$ cat src/rtl/ray_direction_normalizer.sv
// Rescales a non-zero signed direction so its length lies in (sqrt(3)/2, 1); the origin passes through.
// Latency: 2N+3 cycles for N adjust operations (N <= 20 at WIDTH=16); an all-zero input takes 1 cycle.
// Backpressure: in_ready only in IDLE; out_valid and the result are held until out_ready.
//
// Packed component order for d_in/q_in/v_out/q_out: x = [WIDTH-1:0], y = next WIDTH bits, z = top bits.
module ray_direction_normalizer #(
  parameter int WIDTH = 16
) (
  input  logic               clock,
  input  logic               reset,
  input  logic               in_valid,
  output logic               in_ready,
  input  logic [3*WIDTH-1:0] d_in,
  input  logic [3*WIDTH-1:0] q_in,
  output logic               out_valid,
  input  logic               out_ready,
  output logic [3*WIDTH-1:0] v_out,
  output logic [3*WIDTH-1:0] q_out,
  output logic               err
);

  localparam int LW = 2*WIDTH + 2;

  // Squared-length thresholds in units where 1.0^2 = 2^(2*WIDTH-2).
  localparam logic [LW-1:0] ONE     = {{(LW-1){1'b0}}, 1'b1} << (2*WIDTH-2);
  localparam logic [LW-1:0] QUARTER = ONE >> 2;
  localparam logic [LW-1:0] THREE_Q = QUARTER + (QUARTER << 1);

  typedef enum logic [1:0] {IDLE, MEASURE, ADJUST, DONE} state_t;

  state_t state, state_next;

  logic signed [WIDTH-1:0]   v     [3];
  logic signed [WIDTH-1:0]   v_shr [3];
  logic signed [WIDTH-1:0]   v_shl [3];
  logic signed [WIDTH-1:0]   v_grow[3];
  logic signed [2*WIDTH-1:0] sq    [3];
  logic [LW-1:0]             l2;
  logic [LW-1:0]             l2_calc;
  logic                      in_range;

  // Squared length of the working vector plus the three candidate adjustments.
  always_comb begin
    l2_calc = '0;
    for (int i = 0; i < 3; i++) begin
      sq[i]     = v[i] * v[i];
      l2_calc   = l2_calc + {2'b00, sq[i]};
      v_shr[i]  = v[i] >>> 1;
      v_shl[i]  = v[i] << 1;
      v_grow[i] = v[i] + (v[i] >>> 3);
    end
  end

  assign in_range = (l2 > THREE_Q) && (l2 < ONE);

  // State register.
  always_ff @(posedge clock) begin
    if (reset) state <= IDLE;
    else       state <= state_next;
  end

  // Next-state and handshake outputs.
  always_comb begin
    state_next = state;
    in_ready   = 1'b0;
    out_valid  = 1'b0;
    case (state)
      IDLE: begin
        in_ready = 1'b1;
        if (in_valid) state_next = (d_in == '0) ? DONE : MEASURE;
      end
      MEASURE: state_next = ADJUST;
      ADJUST:  state_next = in_range ? DONE : MEASURE;
      DONE: begin
        out_valid = 1'b1;
        if (out_ready) state_next = IDLE;
      end
      default: state_next = IDLE;
    endcase
  end

  // Datapath: latch inputs, measure, apply one coarse or fine adjustment per ADJUST visit.
  always_ff @(posedge clock) begin
    if (reset) begin
      for (int i = 0; i < 3; i++) v[i] <= '0;
      l2    <= '0;
      v_out <= '0;
      q_out <= '0;
      err   <= 1'b0;
    end else begin
      case (state)
        IDLE: begin
          if (in_valid) begin
            for (int i = 0; i < 3; i++) v[i] <= d_in[i*WIDTH +: WIDTH];
            q_out <= q_in;
            if (d_in == '0) begin
              v_out <= '0;
              err   <= 1'b1;
            end else begin
              err   <= 1'b0;
            end
          end
        end
        MEASURE: l2 <= l2_calc;
        ADJUST: begin
          // Too long: one halving suffices since |d|^2 <= 3.
          if (l2 >= ONE)          v <= v_shr;
          // Far too short: doubling cannot overflow because every |c| < 0.5.
          else if (l2 < QUARTER)  v <= v_shl;
          // Slightly short: x1.125 per component, at most x1.2656 in length^2.
          else if (l2 <= THREE_Q) v <= v_grow;
          else                    v_out <= {v[2], v[1], v[0]};
        end
        default: ;
      endcase
    end
  end

endmodule
$ cat config.mk
export PLATFORM = sky130hd
export DESIGN_NAME = ray_direction_normalizer
export DESIGN_NICKNAME = d
export VERILOG_FILES = /design/src/rtl/ray_direction_normalizer.sv
export SDC_FILE = /design/constraint.sdc
export NUM_CORES = 2
export LEC_CHECK = 0
export CORE_MARGIN = 2
export CORE_UTILIZATION = 25
export DETAILED_ROUTE_END_ITERATION = 7
export GPL_TIMING_DRIVEN = 0
export PLACE_DENSITY = 0.45
export REMOVE_ABC_BUFFERS = 1
export SLEW_MARGIN = 0
export SYNTH_ARGS = -nofsm -noshare
export SYNTH_HDL_FRONTEND = slang
export SYNTH_SLANG_ARGS = --single-unit
export TNS_END_PERCENT = 30
$ cat constraint.sdc
create_clock -name clock -period 11.64 [get_ports clock]
set_clock_uncertainty 0.1 [all_clocks]
set_input_delay 2.328 -clock clock [delete_from_list [all_inputs] [get_ports clock]]
set_output_delay 2.328 -clock clock [all_outputs]
set_load 0.01 [all_outputs]
=== After elaboration in Yosys (flattened, before gate mapping) ===
Cells that the tools add are included.

* Add/sub/neg operators: 5
* Multiply operators: 3
* Order comparisons: 5
* Eq/ne operators: 11
* Muxes and demuxes: 19
* Reductions and logical operators: 9

{| class="wikitable"
|+ Operator list
! kind !! number
|-
| $mux 48 || 9
|-
| $pmux 48 s2 || 2
|-
| $mul 16x16->32 || 3
|-
| $add 16x13->16 || 3
|-
| $logic_not 48->1 || 1
|-
| $add 33x32->34 || 1
|-
| $ge 34x31->1 const B || 1
|-
| $gt 34x30->1 const B || 1
|-
| $le 34x30->1 const B || 1
|-
| $lt 34x29->1 const B || 1
|-
| $lt 34x31->1 const B || 1
|-
| $add 32x32->33 || 1
|-
| $ne 2x2->1 const B || 6
|-
| $mux 2 || 4
|-
| $pmux 2 s4 || 1
|-
| $reduce_and 6->1 || 1
|-
| $eq 2x2->1 const B || 2
|-
| $ne 4x4->1 const B || 1
|-
| $reduce_and 2->1 || 2
|-
| $reduce_and 4->1 || 1
|-
| $mux 1 || 3
|-
| $ne 3x3->1 const B || 1
|-
| $reduce_and 3->1 || 1
|-
| $eq 2x1->1 const B || 1
|-
| 3 further kinds || 3
|}

* Flip-flop bits (word level): 181
* Output and inout bits: 99
* Logic and storage cells: 63

=== Longest topological paths before layout ===
* Depth in word-level cells: 5
* Depth in mapped cells: 38

=== Worst setup path after synthesis ===
No wires, ideal clock.

* Path kind: register to register
* Start point: reg v[22] (netlist bit)
* End point: reg l2[32]
* Data arrival time: 8.382 ns
* Path slack: 3.073 ns
* Cell stages (with the launch flop): 34
* Buffers on the path: 2
* Period minus slack after synthesis: 8.567 ns
* Cells stage by stage: dfxtp_1 clkbuf_1 clkbuf_1 nand2_1 fa_1 fa_1 fa_1 inv_1 fa_1 fa_1 inv_1 fa_1 inv_1 ha_1 a21o_1 a21o_1 a221o_1 a221o_1 a31oi_2 o21ai_1 o211a_2 o311a_1 fa_1 inv_1 ha_1 nand3_1 nor2_1 o21ai_0 o22ai_1 a211oi_2 nor3_1 a2111oi_1 xnor2_1 a211oi_1

* Cells in the longest elaborated chain, start to end: 3

{| class="wikitable"
|+ RTL lines
! what !! line !! text
|-
| from (decl) || 33 || <nowiki>logic signed [WIDTH-1:0] v [3];</nowiki>
|-
| from (signal assigned) || 107 || <nowiki>if (l2 >= ONE) v <= v_shr;</nowiki>
|-
| from (signal assigned) || 109 || <nowiki>else if (l2 < QUARTER) v <= v_shl;</nowiki>
|-
| from (signal assigned) || 111 || <nowiki>else if (l2 <= THREE_Q) v <= v_grow;</nowiki>
|-
| $mul 16x16->32 || 46 || <nowiki>sq[i] = v[i] * v[i];</nowiki>
|-
| $add 32x32->33 || 47 || <nowiki>l2_calc = l2_calc + {2'b00, sq[i]};</nowiki>
|-
| $add 33x32->34 || 47 ||
|-
| to (signal assigned) || 104 || <nowiki>MEASURE: l2 <= l2_calc;</nowiki>
|-
| to (decl) || 38 || <nowiki>logic [LW-1:0] l2;</nowiki>
|}

Every way passes these cells.
A chain may end at the register's enable or synchronous reset.

=== Worst setup path in the final report ===
* Start point: reg v[42] (netlist bit)
* End point: reg l2[32]

Same word-level chain as after synthesis.

==> results.json <==
{
  "status": "complete, no violations",
  "p_switching_w": 0.00799,
  "clk_path_buf_depth": 2,
  "drc_errors": 0,
  "n_fill_cell": 16500,
  "p_comb_frac": 0.886,
  "yosys-top-cells-count": "inv_1, fa_1, nand2_1",
  "seqPwrFrac": 0.066,
  "port_buffers": 198,
  "max_freq_mhz": 95.6,
  "fin_util": 0.285,
  "cts-root-buf": "clkbuf_16",
  "place.gp.congestion": 0.811,
  "grt_util_all_layers": 0.163,
  "rsz0062_at_grt": "no",
  "layout.nets": 5733,
  "p_per_area_nw_per_um2": 320,
  "grt_pass1_wl_um": 193000,
  "via_per_inst": 4.52,
  "worstSetupEndpoint": "l2[32]",
  "slowest_stage": "dfxtp_1",
  "yosys_warnings": 0,
  "first_pass_iters": 5,
  "ys_seq_area_frac": 0.0942,
  "fp.dieArea_um2": 157000,
  "period_needed_ns": 10.46,
  "yosysTopAreaCell": "fa_1",
  "netSwitchingFraction": 0.574,
  "slew_headroom": 0.0169,
  "clkTransAtPathRegs_ns": 0.09,
  "p_leak_nw": 20.4,
  "cts_post_setup_buffers_inserted": 0,
  "cts_tree": "yes",
  "synthMostInstantiatedCell": "inv_1",
  "die_x_um": 396,
  "start_util": 0.252,
  "hold_violations": 0,
  "synth_edf_count": 0,
  "wl_per_cell_um": 19.0,
  "chipHeight_um": 396,
  "syn_to_final_growth_pct": 13.1,
  "async_flop_share": 0,
  "crit_type": "reg -> reg",
  "crit_fanout": 14,
  "syn-cell-area_um2": 38500,
  "slew_violations": 0,
  "reg2regPathDepth": 31,
  "coreArea_um2": 152000,
  "synth_seq_cells": 181,
  "dp_hpwl_um": 100000,
  "grt_max_degree": 116,
  "vias": 29700,
  "arrival_ns": 10.83,
  "drive_gt1_frac": 0.0229,
  "setup_slack_ns": 1.18,
  "ir_worst_vdd_uv": 534,
  "antenna_left": 0,
  "gr-total-overflow": 0,
  "crit_path_max_incr_delay_ns": 0.98,
  "ys_top_cells_by_area": "fa_1, ha_1, inv_1",
  "reg2reg_to": "l2[32]",
  "p_int_w": 0.00593,
  "worst_pin_slew_ns": 1.47,
  "synth_top_area_share": 0.388,
  "synth_ff_type": "dfxtp_1",
  "power.share.clock": 0.049,
  "clock_latency_ns": 0.56,
  "antenna_found_initial": 3,
  "ctsHoldBuffers": 0,
  "cp_common_cell": "fa_1",
  "r2r_start": "v[42]",
  "reg2reg_slack_ns": 1.18,
  "setup_viol": 0,
  "finalCritPeriodShare": 0.899,
  "synthCells": 4480,
  "start_kind": "flop",
  "cts-htree-levels": 4,
  "num_rows": 143,
  "endpoint_kind": "flop",
  "required_ns": 12.01,
  "syn_avg_cell_area_um2": 8.59,
  "first_global_vias": 31200,
  "cap_violations": 0,
  "wl_um": 125000,
  "drt_iter0_markers": 1695,
  "hp-class": "reg -> reg",
  "ys_types": 82,
  "cts_made_buffers": 17,
  "clock-sinks": 181,
  "dp_slack_ns": 1.11,
  "cts_resized": 0,
  "io-pin-count": 199,
  "crit_path_start": "v[42]"
}
[cell type report]
class	count	area [µm²]	share of cell area
antenna	1	2.50	0.0000575
clock buffer	17	425	0.00978
clock inverter	15	199	0.00457
inverter	1086	4080	0.0937
multi-input combinational	3024	30100	0.693
sequential	181	3620	0.0833
tap	2030	2540	0.0584
timing repair buffer	226	2490	0.0572
[critical path, delay by kind of cell, from the launching register on]
| kind | cells | cell delay [ns] |
|---|---|---|
| buffers and inverters | 6 | 1.10 |
| DFF | 1 | 0.98 |
| AOI/OAI and AO/OA | 11 | 2.84 |
| adders and majority gates | 9 | 3.97 |
| xor gates and xnor gates | 2 | 0.56 |
| and+or+nand+nor | 3 | 0.80 |
[state kept, by name, summed over array words and instances, names as in the netlist]
name and flops:
v 48, l2 34, err 1, v_out 48, state 2, q_out 48
[how the worst min path moves through the flow]
stage / start / endpoint / slack, ns / depth (start not counted)
after floorplan: l2[12] / l2[12] / 0.33 / 2
after global placement: v_out[32] / v_out[32] / 0.34 / 2
after detailed placement: v_out[35] / v_out[35] / 0.34 / 2
after CTS: v_out[35] / v_out[35] / 0.36 / 2
after global routing: v_out[5] / v_out[5] / 0.37 / 2
final: v_out[3] / v_out[3] / 0.35 / 2
[layout by cell type, fill, tap and decap left out, types with 10 or more instances in the layout]
cell	instances
inv_1	1077
a21oi_1	275
o21a_1	11
fa_1	746
nor3_1	36
a221oi_1	12
nand2_1	491
o21ai_0	57
nand3_1	84
o221ai_1	10
o211ai_1	46
or3_1	11
nor2b_1	24
nand2b_1	24
and3_1	24
nor2_1	207
clkbuf_16	17
xor2_1	51
a311oi_1	24
a21o_1	59
dfxtp_1	180
clkdlybuf4s50_1	197
a211oi_1	29
nand4_1	15
a31oi_1	17
ha_1	351
nor4_1	21
and2_1	82
o21bai_1	22
xnor2_1	119
o21ai_1	39
[power groups by stage]
stage | registers, W | clock network (W) | logic [W]
after floorplan | 0.000807 | 0 | 0.00915
after global placement | 0.000931 | 0 | 0.0122
after detailed placement | 0.000930 | 0 | 0.0122
after CTS | 0.000915 | 0.000712 | 0.0123
after global routing | 0.000928 | 0.000724 | 0.0139
final | 0.000917 | 0.000676 | 0.0123
[cell families after synthesis]
group	count (synthesis)	share of synthesized area
fa+ha+maj	1097	0.502
mux	2	0.000520
buf+inv	1275	0.124
simple gates	1059	0.124
flops	181	0.0942
compound gates	696	0.116
xor+xnor	170	0.0387
[per-stage QoR]
stage / area (µm²) / instances / hold WS [ns] / TNS (ns) / total power (W)
2_1_floorplan: 37800 / 4291 / 0.325 / 0 / 0.00995
5_1_grt: 43500 / 6579 / 0.369 / 0 / 0.0156
6_report: 43500 / 6580 / 0.353 / 0 / 0.0139
4_1_cts: 43500 / 6579 / 0.356 / 0 / 0.0140
3_3_place_gp: 42300 / 6519 / 0.338 / -538.37 / 0.0131
3_5_place_dp: 42900 / 6547 / 0.343 / 0 / 0.0132
[layer usage]
layer	vias to the layer above	global-route usage	wire length (µm)
met1	15000	0.227	58800
met3	65	0.0225	5870
met2	670	0.270	58900
met4	2	0.0262	1490
li1	14000	-	-
met5	-	0	13
(Power assumes the default switching activity.)
